===== config.mk =====
export PLATFORM = sky130hd
export DESIGN_NAME = stack_ctrl
export DESIGN_NICKNAME = d
export VERILOG_FILES = /design/src/rtl/stack_ctrl.sv
export SDC_FILE = /design/constraint.sdc
export NUM_CORES = 1
export LEC_CHECK = 0
export ABC_AREA = 1
export BUFFER_PORTS_ARGS = -buffer_cell sky130_fd_sc_hd__clkbuf_2
export CAP_MARGIN = 10
export CELL_PAD_IN_SITES_DETAIL_PLACEMENT = 1
export CELL_PAD_IN_SITES_GLOBAL_PLACEMENT = 2
export CORE_ASPECT_RATIO = 1.25
export CORE_UTILIZATION = 22
export CTS_CLUSTER_SIZE = 8
export DETAILED_ROUTE_END_ITERATION = 12
export PLACE_DENSITY = 0.8
export REMOVE_ABC_BUFFERS = 1
export SYNTH_ARGS = -nofsm -noshare
export SYNTH_HDL_FRONTEND = slang
export SYNTH_SLANG_ARGS = --single-unit

===== constraint.sdc =====
create_clock -name SC_clk -period 1.38 [get_ports SC_clk]
set_clock_uncertainty 0.2 [all_clocks]
set_input_delay 0 -clock SC_clk [delete_from_list [all_inputs] [get_ports SC_clk]]
set_output_delay 0 -clock SC_clk [all_outputs]
set_load 0.02 [all_outputs]

===== src/rtl/stack_ctrl.sv =====
// Stack controller: sequences push/pop (single and double word) against an
// external stack pointer and a single-port stack memory.
module stack_ctrl #(
    parameter logic [15:0] SC_LIMIT = 16'hFF00
) (
    input  logic        SC_clk,
    input  logic        SC_rst,
    input  logic        SC_req,
    input  logic [1:0]  SC_op,
    input  logic [15:0] SC_wdata0,
    input  logic [15:0] SC_wdata1,
    input  logic [15:0] SC_sp,
    output logic        SC_sp_inc,
    output logic        SC_sp_dec,
    output logic [15:0] SC_mem_addr,
    output logic [15:0] SC_mem_wdata,
    output logic        SC_mem_we,
    output logic        SC_mem_re,
    input  logic [15:0] SC_mem_rdata,
    output logic        SC_ready,
    output logic        SC_done,
    output logic        SC_err,
    output logic [15:0] SC_rdata0,
    output logic [15:0] SC_rdata1
);

    typedef enum logic [2:0] {
        S_IDLE,
        S_WR,
        S_RD,
        S_WAIT,
        S_DONE,
        S_ERR
    } state_t;

    state_t      state, state_nx;
    logic [1:0]  op_q;
    logic [15:0] wd0_q, wd1_q;
    logic [15:0] rd0_q, rd1_q;
    logic        second_q, second_nx;

    logic [16:0] sp_ext, n_ext;
    logic        overflow, underflow, illegal;

    // Widened to 17 bits so neither bound check can wrap.
    always_comb begin
        sp_ext    = {1'b0, SC_sp};
        n_ext     = SC_op[1] ? 17'd2 : 17'd1;
        overflow  = sp_ext < ({1'b0, SC_LIMIT} + n_ext - 17'd1);
        underflow = (17'h0FFFF - sp_ext) < n_ext;
        illegal   = SC_op[0] ? underflow : overflow;
    end

    always_comb begin
        state_nx     = state;
        second_nx    = second_q;
        SC_ready     = 1'b0;
        SC_done      = 1'b0;
        SC_err       = 1'b0;
        SC_mem_we    = 1'b0;
        SC_mem_re    = 1'b0;
        SC_sp_inc    = 1'b0;
        SC_sp_dec    = 1'b0;
        SC_mem_addr  = '0;
        SC_mem_wdata = '0;

        case (state)
            S_IDLE: begin
                SC_ready  = 1'b1;
                second_nx = 1'b0;
                if (SC_req) begin
                    if (illegal)
                        state_nx = S_ERR;
                    else if (SC_op[0])
                        state_nx = S_RD;
                    else
                        state_nx = S_WR;
                end
            end
            S_WR: begin
                SC_mem_we    = 1'b1;
                SC_sp_inc    = 1'b1;
                SC_mem_addr  = SC_sp;
                SC_mem_wdata = second_q ? wd1_q : wd0_q;
                if (op_q[1] && !second_q) begin
                    second_nx = 1'b1;
                    state_nx  = S_WR;
                end else begin
                    state_nx  = S_DONE;
                end
            end
            S_RD: begin
                SC_mem_re   = 1'b1;
                SC_sp_dec   = 1'b1;
                SC_mem_addr = SC_sp + 16'd1;
                state_nx    = S_WAIT;
            end
            S_WAIT: begin
                if (op_q[1] && !second_q) begin
                    second_nx = 1'b1;
                    state_nx  = S_RD;
                end else begin
                    state_nx  = S_DONE;
                end
            end
            S_DONE: begin
                SC_done  = 1'b1;
                state_nx = S_IDLE;
            end
            S_ERR: begin
                SC_done  = 1'b1;
                SC_err   = 1'b1;
                state_nx = S_IDLE;
            end
            default: state_nx = S_IDLE;
        endcase

        // Reset silences the bus in the same cycle so an aborted op issues no further strobe.
        if (SC_rst) begin
            SC_ready     = 1'b0;
            SC_done      = 1'b0;
            SC_err       = 1'b0;
            SC_mem_we    = 1'b0;
            SC_mem_re    = 1'b0;
            SC_sp_inc    = 1'b0;
            SC_sp_dec    = 1'b0;
            SC_mem_addr  = '0;
            SC_mem_wdata = '0;
        end
    end

    always_ff @(posedge SC_clk) begin
        if (SC_rst) begin
            state    <= S_IDLE;
            second_q <= 1'b0;
            op_q     <= '0;
            wd0_q    <= '0;
            wd1_q    <= '0;
            rd0_q    <= '0;
            rd1_q    <= '0;
        end else begin
            state    <= state_nx;
            second_q <= second_nx;
            if (state == S_IDLE && SC_req) begin
                op_q  <= SC_op;
                wd0_q <= SC_wdata0;
                wd1_q <= SC_wdata1;
            end
            // POP2 fetches the top word first; it belongs in rdata1.
            if (state == S_WAIT) begin
                if (op_q[1] && !second_q)
                    rd1_q <= SC_mem_rdata;
                else
                    rd0_q <= SC_mem_rdata;
            end
        end
    end

    assign SC_rdata0 = rd0_q;
    assign SC_rdata1 = rd1_q;

endmodule


# Word level (Yosys, flattened, before mapping)
# Index checks and enable logic that the tools add are counted.
word_totals:
  regBits: 70
  inputBits: 69
op_classes:
  n_addsub: 4
  order_cmp: 2
  n_eq_ne: 7
  n_mux: 25
  n_bitwise: 1
  n_reduce_logical: 10
op_table:
  columns: ["cell", "count"]
  rows:
  - ["two-way mux 16 bit", 4]
  - ["case mux 16 bit (2 select lines)", 1]
  - ["adder 16 x 2 -> 17 bit, first input constant", 1]
  - ["< comparator 16 x 17 -> 1 bit", 1]
  - ["< comparator 17 x 2 -> 1 bit", 1]
  - ["subtractor 16 x 16 -> 17 bit, first input constant", 1]
  - ["subtractor 17 x 1 -> 17 bit, second input constant", 1]
  - ["adder 16 x 1 -> 16 bit, second input constant", 1]
  - ["two-way mux 1 bit", 12]
  - ["two-way mux 3 bit", 4]
  - ["case mux 3 bit (4 select lines)", 1]
  - ["== test 3 x 2 -> 1 bit, second input constant", 2]
  - ["== test 3 bit, second input constant", 2]
  - ["AND reduction 2 bit", 3]
  - ["two-way mux 2 bit", 2]
  - ["OR reduction 2 bit", 2]
  - ["== test 3 x 1 -> 1 bit, second input constant", 1]
  - ["zero test 3 bit", 1]
  - ["logical AND 1 bit", 2]
  - ["inequality test 2 x 1 -> 1 bit, second input constant", 1]
  - ["inequality test 2 bit, second input constant", 1]
  - ["case mux 1 bit (2 select lines)", 1]
  - ["nonzero test 2 bit", 1]
  - ["zero test 1 bit", 1]
  - ["inverter 1 bit", 1]

# Longest topological paths before layout
depth:
  ltp_word: 8
  depth_mapped: 9
  mapped_depth_nobuf: 9

# Worst setup path after synthesis
# No wires, ideal clock.
synth_timing:
  path_type: "register to output"
  startpoint: "register state[1]"
  endpoint: "output port SC_mem_addr[4]"
  arrival_ns: 1.408
  required_ns: 1.180
  setup_slack_ns: -0.228
  path_stages_with_launch: 7
  n_path_buf: 0
  path_cell_list: "dfxtp_1 inv_2 nor2_4 nand2_4 nor2_8 inv_2 o41ai_2"
synth_between:
  elab_chain_cells: 3
  word_cells_on_any_way: 4
  cone_classes: "eq/ne: 2; mux: 2"
synth_lines:
  columns: ["element", "line", "rtl"]
  rows:
  - ["start: declaration", "36", "state_t state, state_nx;"]
  - ["start signal: assignment", "142", "state <= state_nx;"]
  - ["== test 3 x 2 -> 1 bit or == test 3 x 1 -> 1 bit (tied branches)", "67", "case (state)"]
  - ["case mux 16 bit (2 select lines) (*)", "67", null]
  - ["two-way mux 16 bit (*)", "119", "if (SC_rst) begin"]
  - ["end: declaration", "15", "output logic [15:0] SC_mem_addr,"]
# Mark *: on every way between the ends. The rest lies on a longest branch, timed or not.

# Worst setup path after layout
layout_timing:
  startpoint: "register state[2]"
  endpoint: "output port SC_mem_addr[11]"
# Same word-level chain as after synthesis.

==> results by stage <==
Logic synthesis:
- Summing every instance area after synthesis gives ~0.0034 sq mm.
- For this run, the leading register cell type out of synthesis is dfxtp_1.
- The synthesized design spends more area on one cell type than any other, namely dfxtp_1.
- After synthesis, the share of flip-flops with an asynchronous set or reset is 0%.
- The synthesized design devotes to its leading area cell type 40.3% of total area.
- The count of different cell masters after synthesis is 33.
- The number of warnings printed during yosys synthesis is 0.
- The register area share after synthesis is 40.3%.
- The number of flops mapped to enable cells by yosys is 0.
- Yosys attributes the largest share of cell area to dfxtp_1, nor2_1, a21oi_1, nand2_1, o21ai_1.
- The cell count after synthesis came out at 501.
- After synthesis, the most frequently instantiated cells are nor2_1, dfxtp_1, nand2_1.
- The dominant cell by count in the synthesized netlist is nor2_1.
- The synthesized design contains 69 register bits.
- The mean area per synthesized cell is ~7 sq um.

Clocking:
- The CTS root buffer is clkbuf_16.
- The buffer depth of the longest clock path is 2.
- The post-CTS clock slew at the launch and capture registers of the worst setup and hold paths is ~0.06 ns.
- The insertion delay to the later sink of the worst-skew pair is 0.33 ns.
- The total number of clock tree sinks is 69.
- Counting the buffers created by CTS gives 9.
- TritonCTS built the clock tree.
- CTS built an H-tree with a depth of 3.

Drt:
- The wire length per cell is 15.1 um.
- Using the TritonRoute via totals, the vias-per-cell ratio works out to 4.47.
- The number of nets with antenna violations after routing is 0.
- The DRC marker count from the first detailed-route iteration is 160.
- The number of vias in the routed layout is 4248.
- After detailed routing, the total wire length is 14.4 mm.
- The detailed-route DRC error count is 0.
- The number of iterations in the first detailed-routing pass is 4.

Global routing:
- The number of antenna violations at the first check in global routing came to 0.
- Global routing consumed, over all layers together, 17.6% of the routing resources.
- The maximum number of pins on one net before global-route repair is 51.
- The first global-routing pass estimated 22.0 mm of wire.
- The via count of the first global-routing pass came to 4435.
- After global routing the overflow that remains totals 0.

Cells and area:
- Fill cells in the final layout number 1863.
- The multi-input combinational cells in the finished layout cover a total of about 0.0022 sq mm.
- In the final layout, the share of cells above drive strength 1 is ~44%.
- For this run, the post-layout net count is 809.
- The number of non-filler instances in the completed layout is 951.
- The growth of design area from synthesis to finish is 83.9%.
- The area of all sequential standard cells is 0.00139 sq mm.
- The final design instance area without fill is 0.00630 sq mm.
- The repair_antennas step left the layout with diodes totalling 0.

Setup path:
- The critical path startpoint category is a register.
- The worst register-to-register path begins at state[0]$_SDFFE_PP0P_.
- At the worst endpoint, the required time is 1.18 ns.
- Of all nets on the critical path, the largest fanout is 6.
- Data on the critical path arrives at its endpoint at 1.61 ns.
- The worst setup path is of the reg -> out kind.
- The endpoint kind of the worst setup timing path is an output port.
- The start point of the critical path is state[2]$_SDFFE_PP0P_.

Placement:
- The HPWL after detailed placement is 9.31 mm.
- The routability congestion estimate from global placement is approximately 0.83.
- Including well taps, the total number of placed cells is 867.
- Prior to clock tree synthesis, the placed netlist has a worst setup slack of -0.223 ns.
- In this run the cell area measured after placement is 0.00463 sq mm.
- The count of input and output buffers is 139.

Timing:
- Setup slack on the critical path of the routed design comes to -0.434 ns.
- The smallest clock period supported by the final layout is computed as approximately 1.8 ns.
- Of the available clock period, the critical path in the final layout requires 131%.
- Setup repair after global routing could not meet its margin everywhere.
- The slew at the pin with the worst max-slew slack is 0.307 ns.
- Setup violations remaining at the end of the flow were counted as 107.
- For this run, the top clock speed supported by timing is 551 MHz.
- Adding up every negative setup slack in the final design gives -27.67 ns.
- In this run the tightest slew margin relative to its limit is 79.5%.
- The final-report hold violation count was 0.
- The final max-slew violation count is 0.

Pwr:
- The worst-case IR drop observed on VDD is 0.000649 V.
- The power per cell area is 1040 mW/mm^2.
- Internal power comes to around 4.4 mW.
- The share of total power dissipated in the clock network is between 30% and 40%.
- The analysis attributes to cell leakage a power of 2.76 nW.
- Combinational cells account for 32.8% of the total power.
- Sequential cells account for 34.7% of the total power.
- The switching share of power is 33.3%.
- For this design the total switching power over the nets is 2.18 mW.

Status:
- The flow ran to the end, but the final reports show violations.
- The final reports fail on negative setup slack.

Min path:
- The startpoint of the lowest-slack hold path is SC_rst.
- The type of the worst min-delay path is in -> reg.

Floorplan:
- The I/O pin total is 140.
- The floorplan step set the die width to 114 um.
- The initial utilization of the core area, before any placement, comes to 22.7%.
- The full die area is 0.0161 sq mm.
- The number of standard-cell rows in the floorplan is 50.
- The die height is 142 um.
- The total area inside the core boundary comes to 0.0151 sq mm.

Flow run:
- The number of max-cap violations is 0.
stage by stage:
stage	total power [mW]	hold slack [ns]	utilization, %
finish	6.56	0.0792	41.8
global route	6.91	0.0948	41.8
CTS	6.44	0.0715	39.6
detailed placement	3.91	0.0613	30.7
global placement	3.87	0.0562	30.7
floorplan	3.15	-0.151	-
sequential cells by signal, indices dropped and copies added (netlist names):
register and cells:
second_q 1, state 3, SC_rdata1 16, wd0_q 16, SC_rdata0 16, op_q 1
wd1_q 16
per-layer routing:
metal / vias to the layer above / part of all wire, % / global-route usage (%)
li1: 2115 / - / -
met1: 2011 / 39 / 18.7
met2: 95 / 55 / 34.1
met3: 27 / 3.3 / 3.08
met4: 0 / 2.7 / 6.93
met5: - / 0 / 0
cells in the final DEF (no fill, tap or decap), drive strengths merged, types with 4 or more instances in the layout:
cell type,n
nand2,68
dlygate4sd3,52
clkbuf,117
inv,43
nor3,4
nand3,30
o21ai,66
nor2,123
a21oi,58
buf,91
clkinv,7
dfxtp,69
cell type report:
type | count | area share, %
clock buffers | 12 | 3.91
repair inverters | 2 | 0.516
clock inverters | 4 | 0.377
well taps | 208 | 4.13
multi-input cells | 363 | 34.2
inverters | 45 | 3.26
flip-flops and latches | 69 | 22.1
repair buffers | 248 | 31.6
power by group through the flow:
stage	Clock, mW	Sequential [mW]	Combinational, mW
finish	2.13	2.28	2.15
global placement	0	2.30	1.57
detailed placement	0	2.30	1.60
floorplan	0	2.33	0.823
global route	2.27	2.29	2.34
CTS	2.17	2.27	2.00
timing repair:
item | CTS | global route
cloned | 7 | 0
hold endpoints to repair | 69 | 0
endpoints found under the setup margin | 107 | 108
gates resized for setup | 111 | 131
pin swaps | 24 | 42
buffers inserted | 8 | 2
hold buffers | 52 | 0
cells by family (layout without fill, tap and decap cells):
kind of cell | after synthesis | after routing | share of synthesized area, %
and+or+nand+nor | 225 | 230 | 28.9
AOI/OAI and AO/OA | 130 | 130 | 19.9
buffers and inverters | 74 | 311 | 9.86
DFF | 69 | 69 | 40.3
adders and majority gates | 2 | 2 | 0.730
xor gates and xnor gates | 1 | 1 | 0.256
path summary, 6_finish.rpt:
| kind | slack, ns | end | cells after the start |
|---|---|---|---|
| worst max-delay path | -0.43 | SC_mem_addr[11] | 8 |
| worst min-delay path | 0.08 | op_q[1]$_SDFFE_PP0P_ | 5 |
| worst max register to register | -0.33 | SC_rdata1[15]$_SDFFE_PP0P_ | 11 |
| worst min register to register | 0.25 | wd0_q[9]$_SDFFE_PP0P_ | 2 |
worst max-delay path, cell delays in order (launching register included):
cell     delay (ns)
dfxtp_4        0.36
buf_6          0.12
nor2_4         0.08
nand2_4        0.09
nor2_8         0.13
buf_6          0.15
nand3_1        0.09
o21ai_1        0.10
buf_4          0.16
No activity file was read; power rests on OpenSTA's default activity.
